### src/rtl/mem_arbiter.sv
// Two-port round-robin arbiter for the unified instruction/data memory.
// Port 0 is the core, port 1 the debug/loader master; an owner may lock for a bounded burst.
module mem_arbiter #(
    parameter int DW       = 32,
    parameter int AW       = 32,
    parameter int MAX_HOLD = 8
) (
    input  logic          clk,
    input  logic          reset,
    input  logic          p0_req,
    input  logic          p0_we,
    input  logic          p0_lock,
    input  logic [AW-1:0] p0_adr,
    input  logic [DW-1:0] p0_wd,
    output logic          p0_gnt,
    output logic [DW-1:0] p0_rd,
    output logic          p0_rvalid,
    input  logic          p1_req,
    input  logic          p1_we,
    input  logic          p1_lock,
    input  logic [AW-1:0] p1_adr,
    input  logic [DW-1:0] p1_wd,
    output logic          p1_gnt,
    output logic [DW-1:0] p1_rd,
    output logic          p1_rvalid,
    output logic          mem_we,
    output logic [AW-1:0] mem_adr,
    output logic [DW-1:0] mem_wd,
    input  logic [DW-1:0] mem_rd,
    output logic [1:0]    owner
);

    localparam int HW = $clog2(MAX_HOLD) + 1;
    localparam logic [HW-1:0] HOLD_LIM = HW'(MAX_HOLD - 1);

    typedef enum logic [1:0] {
        IDLE = 2'd0,
        OWN0 = 2'd1,
        OWN1 = 2'd2
    } state_t;

    state_t         state_q, state_d;
    logic           last_q, last_d;
    logic [HW-1:0]  hold_q, hold_d;
    logic [DW-1:0]  rd0_q, rd1_q;
    logic           rv0_q, rv1_q;

    // Owner/other view of the two ports so both OWN states share one rule set.
    logic own1, x_req, x_lock, o_req;
    assign own1   = (state_q == OWN1);
    assign x_req  = own1 ? p1_req  : p0_req;
    assign x_lock = own1 ? p1_lock : p0_lock;
    assign o_req  = own1 ? p0_req  : p1_req;

    always_comb begin
        state_d = state_q;
        last_d  = last_q;
        hold_d  = '0;
        case (state_q)
            IDLE: begin
                if (p0_req && p1_req) state_d = last_q ? OWN0 : OWN1;
                else if (p0_req)      state_d = OWN0;
                else if (p1_req)      state_d = OWN1;
            end
            OWN0, OWN1: begin
                last_d = own1;
                if (x_req && x_lock && (!o_req || hold_q < HOLD_LIM)) begin
                    if (o_req) hold_d = hold_q + HW'(1);
                end else if (o_req) begin
                    state_d = own1 ? OWN0 : OWN1;
                end else if (!x_req) begin
                    state_d = IDLE;
                end
            end
            default: state_d = IDLE;
        endcase
    end

    always_ff @(posedge clk or negedge reset) begin
        if (!reset) begin
            state_q <= IDLE;
            last_q  <= 1'b1;
            hold_q  <= '0;
        end else begin
            state_q <= state_d;
            last_q  <= last_d;
            hold_q  <= hold_d;
        end
    end

    assign p0_gnt = (state_q == OWN0);
    assign p1_gnt = (state_q == OWN1);
    assign owner  = state_q;

    always_comb begin
        mem_we  = 1'b0;
        mem_adr = '0;
        mem_wd  = '0;
        if (p0_gnt) begin
            mem_we  = p0_req & p0_we;
            mem_adr = p0_adr;
            mem_wd  = p0_wd;
        end else if (p1_gnt) begin
            mem_we  = p1_req & p1_we;
            mem_adr = p1_adr;
            mem_wd  = p1_wd;
        end
    end

    logic rd0_xfer, rd1_xfer;
    assign rd0_xfer = p0_gnt & p0_req & ~p0_we;
    assign rd1_xfer = p1_gnt & p1_req & ~p1_we;

    always_ff @(posedge clk or negedge reset) begin
        if (!reset) begin
            rd0_q <= '0;
            rd1_q <= '0;
            rv0_q <= 1'b0;
            rv1_q <= 1'b0;
        end else begin
            rv0_q <= rd0_xfer;
            rv1_q <= rd1_xfer;
            if (rd0_xfer) rd0_q <= mem_rd;
            if (rd1_xfer) rd1_q <= mem_rd;
        end
    end

    assign p0_rd     = rd0_q;
    assign p1_rd     = rd1_q;
    assign p0_rvalid = rv0_q;
    assign p1_rvalid = rv1_q;

endmodule

### config.mk
export PLATFORM = sky130hd
export DESIGN_NAME = mem_arbiter
export DESIGN_NICKNAME = d
export VERILOG_FILES = /design/src/rtl/mem_arbiter.sv
export SDC_FILE = /design/constraint.sdc
export NUM_CORES = 1
export LEC_CHECK = 0
export ABC_CLOCK_PERIOD_IN_PS = 2950
export BUFFER_PORTS_ARGS = -buffer_cell sky130_fd_sc_hd__buf_2
export CORE_AREA = 2 2 117 119
export CTS_CLUSTER_SIZE = 30
export DETAILED_ROUTE_END_ITERATION = 16
export DIE_AREA = 0 0 119 121
export SLEW_MARGIN = 20
export SYNTH_ARGS = -nofsm -noshare
export SYNTH_HDL_FRONTEND = slang
export SYNTH_SLANG_ARGS = --single-unit
### constraint.sdc
create_clock -name clk -period 2.95 [get_ports clk]
set_input_delay 0.59 -clock clk [delete_from_list [all_inputs] [get_ports clk]]
set_output_delay 0.59 -clock clk [all_outputs]
set_load 0.02 [all_outputs]
==> results_dict.tcl <==
set metrics [dict create \
    routed_via_density 4.441 \
    clock-sinks 73 \
    drtIter0Drc 290 \
    floorplan.die_area_um2 14400 \
    row_count 42 \
    critical-path-top-delay-family "buffers and inverters" \
    timing.final.setup_violations 0 \
    synth_ff_type "dfrtp_1" \
    synth-async-reset-ratio 1.000 \
    tightest_slew_ns 0.9294 \
    syn-instance-count 539 \
    arrival_worst_endpoint_ns 2.18 \
    cts_inserted_buffers 9 \
    post-synth-top-count-cell "nand2_1" \
    routed_wirelength_mm 14.77 \
    via_count_of_the_first_global_routing_pass 4331 \
    routed-via-count 4468 \
    result_of_the_run "finished clean" \
    grt.total_usage 0.1993 \
    hold_class "input pin to async pin" \
    slew-limit-headroom 0.3804 \
    hold_violations 0 \
    globalRoute.totalOverflow 0 \
    rsz0062_at_grt "no" \
    postPlaceCellArea_um2 5517 \
    final_layout_size_suffix_gt1_frac 0.3993 \
    cts.clk_slew.worst_paths_ns 0.06 \
    final.fill_count 1410 \
    sequential_cell_area_um2 1828 \
    finalCriticalPeriod_ns 2.765 \
    antenna_violating_nets_post_route 0 \
    final_area_um2 5802 \
    htreeDepth 3 \
    maximum_number_of_pins_on_one_net_before_global_route_repair 74 \
    ios 303 \
    startpoint_type "flip-flop" \
    worstPathCellList "inv_1, ha_2, buf_12, nand2_1, o21ai_0, buf_2" \
    largest_buffer_count_on_any_clock_path 2 \
    post-cts-setup-buffer-count 0 \
    fmax_ghz 0.3616 \
    max-cap-violations 0 \
    synth.top_cells.by_area "dfrtp_1 47%, nand2_1 31%, o21ai_0 8.4%" \
    synth.net_count 713 \
    clkLatencyLatePin_ns 0.32 \
    ir_worst_vdd_v 0.0005613 \
    power-per-cell-area_nw_per_um2 1051 \
    seq_area_frac_synth 0.4736 \
    cell_with_the_largest_stage_delay_on_the_worst_path "dfrtp_1" \
    crit_path_max_fanout 51 \
    antenna_violations_before_repair 6 \
    critPathKind "flip-flop to primary output" \
    cts_tree "built" \
    layout_worst_path_cycle_share 0.9374 \
    maxSlewViolCount 0 \
    post-dp-hpwl_mm 11.31 \
    synth_common_cells "320 x nand2_1, 72 x dfrtp_1, 65 x o21ai_0" \
    yosys_warnings 0 \
    finalNetCount 995 \
    synth-seq-cells 73 \
    crit_required_ns 2.36 \
    cts-resized-gates 0 \
    holdBufCountCts 0 \
    leakage_nw 3.353 \
    gp_congestion 0.9146 \
    synth_top_area_frac 0.4668 \
    final.setup_skew_ns 0.004077 \
    critical_path_endpoint_category "primary output" \
    syn-cell-area_um2 3860 \
    syn_avg_cell_area_um2 7.161 \
    numPortBuffers 302 \
    floorplan.die.width_um 119 \
    drc 0 \
    synth_cell_types 34 \
    worstPathBufferInverterCount 3 \
    critPathMaxStageDelay_ns 0.45 \
    areaGrowthSynthToFinish_pct 50.31 \
    placeableCoreArea_um2 13090 \
    multi_input_comb_area_um2 1866 \
    drt_pass1_iterations 5 \
    fin_setup_tns_ns 0 \
    post-synth-top-area-cell "dfrtp_1" \
    wl_per_cell_um 14.69 \
    grt_pass1_wl_mm 22.58 \
    cts.root.buffer_cell "clkbuf_16" \
    synth-edff-count 0 \
    die-height_um 121 \
    start_util 0.2950 \
]
## flip-flops by register name, summed over array words and instances, names as in the netlist
signal,flops
owner,2
hold_q,4
p1_rd,32
last_q,1
p0_rvalid,1
p1_rvalid,1
p0_rd,32
## placed cells by master, fill, tap and decap left out, types with 3 or more instances in the layout
| cell type | n |
|---|---|
| nand2_1 | 320 |
| buf_2 | 301 |
| dfrtp_1 | 72 |
| o21ai_0 | 65 |
| clkbuf_16 | 9 |
| diode_2 | 6 |
| inv_1 | 5 |
| ha_1 | 4 |
| buf_4 | 4 |
| nor2b_1 | 3 |
| a21oi_1 | 3 |
| and2_1 | 3 |
| nand3_1 | 3 |
## worst paths after layout
check,from,end,slack (ns),cells past startpoint
hold / removal,reset,p0_rd[18],0.40,1
min in group clk,hold_q[0],hold_q[0],0.46,1
max in group asynchronous,reset,p1_rd[6],1.94,1
setup reg to reg,owner[0],owner[0],0.79,6
setup / recovery,owner[0],mem_wd[7],0.18,6
hold reg to reg,hold_q[0],hold_q[0],0.46,1
## area by class of cell
type | instances | area share
Multi-Input combinational cell | 423 | 0.3215
Clock buffer | 11 | 0.04356
Antenna cell | 6 | 0.002588
Inverter | 7 | 0.004529
Timing Repair Buffer | 307 | 0.2717
Tap cell | 176 | 0.03796
Sequential cell | 73 | 0.3151
Clock inverter | 3 | 0.003019
## kinds of logic after synthesis
family          count (synthesis)  share of synthesized area
fa+ha+maj                       6                    0.01945
xor+xnor                        2                   0.004539
compound gates                 76                     0.1079
simple gates                  335                     0.3355
mux                             4                    0.01199
buf+inv                        43                    0.04700
flops                          73                     0.4736
## routing by layer
metal  up-vias  wire [µm]  track usage
met5         -          0            0
met4         0        454      0.07887
met3        27       1300      0.07660
met2       193       6715       0.3150
met1      1991       6305       0.2453
li1       2257          -            -
## report_power, final
part | total [mW] | internal [mW] | switching (mW)
clock | 0.989 | 0.602 | 0.387
combinational | 3.40 | 1.12 | 2.29
sequential | 1.71 | 1.46 | 0.245
## stage by stage
step	hold slack [ns]	total power [mW]	cells	worst slack, ns	utilization
detailed placement	0.4551	5.146	986	0.5178	0.4216
CTS	0.4436	6.166	1000	0.1605	0.4422
global route	0.4656	6.562	1002	0.01688	0.4426
global placement	0.4524	5.127	986	0.5276	0.4216
finish	0.4003	6.098	1006	0.1845	0.4434
floorplan	0.2944	3.868	539	0.3842	-
No activity file was read; power rests on OpenSTA's default activity.
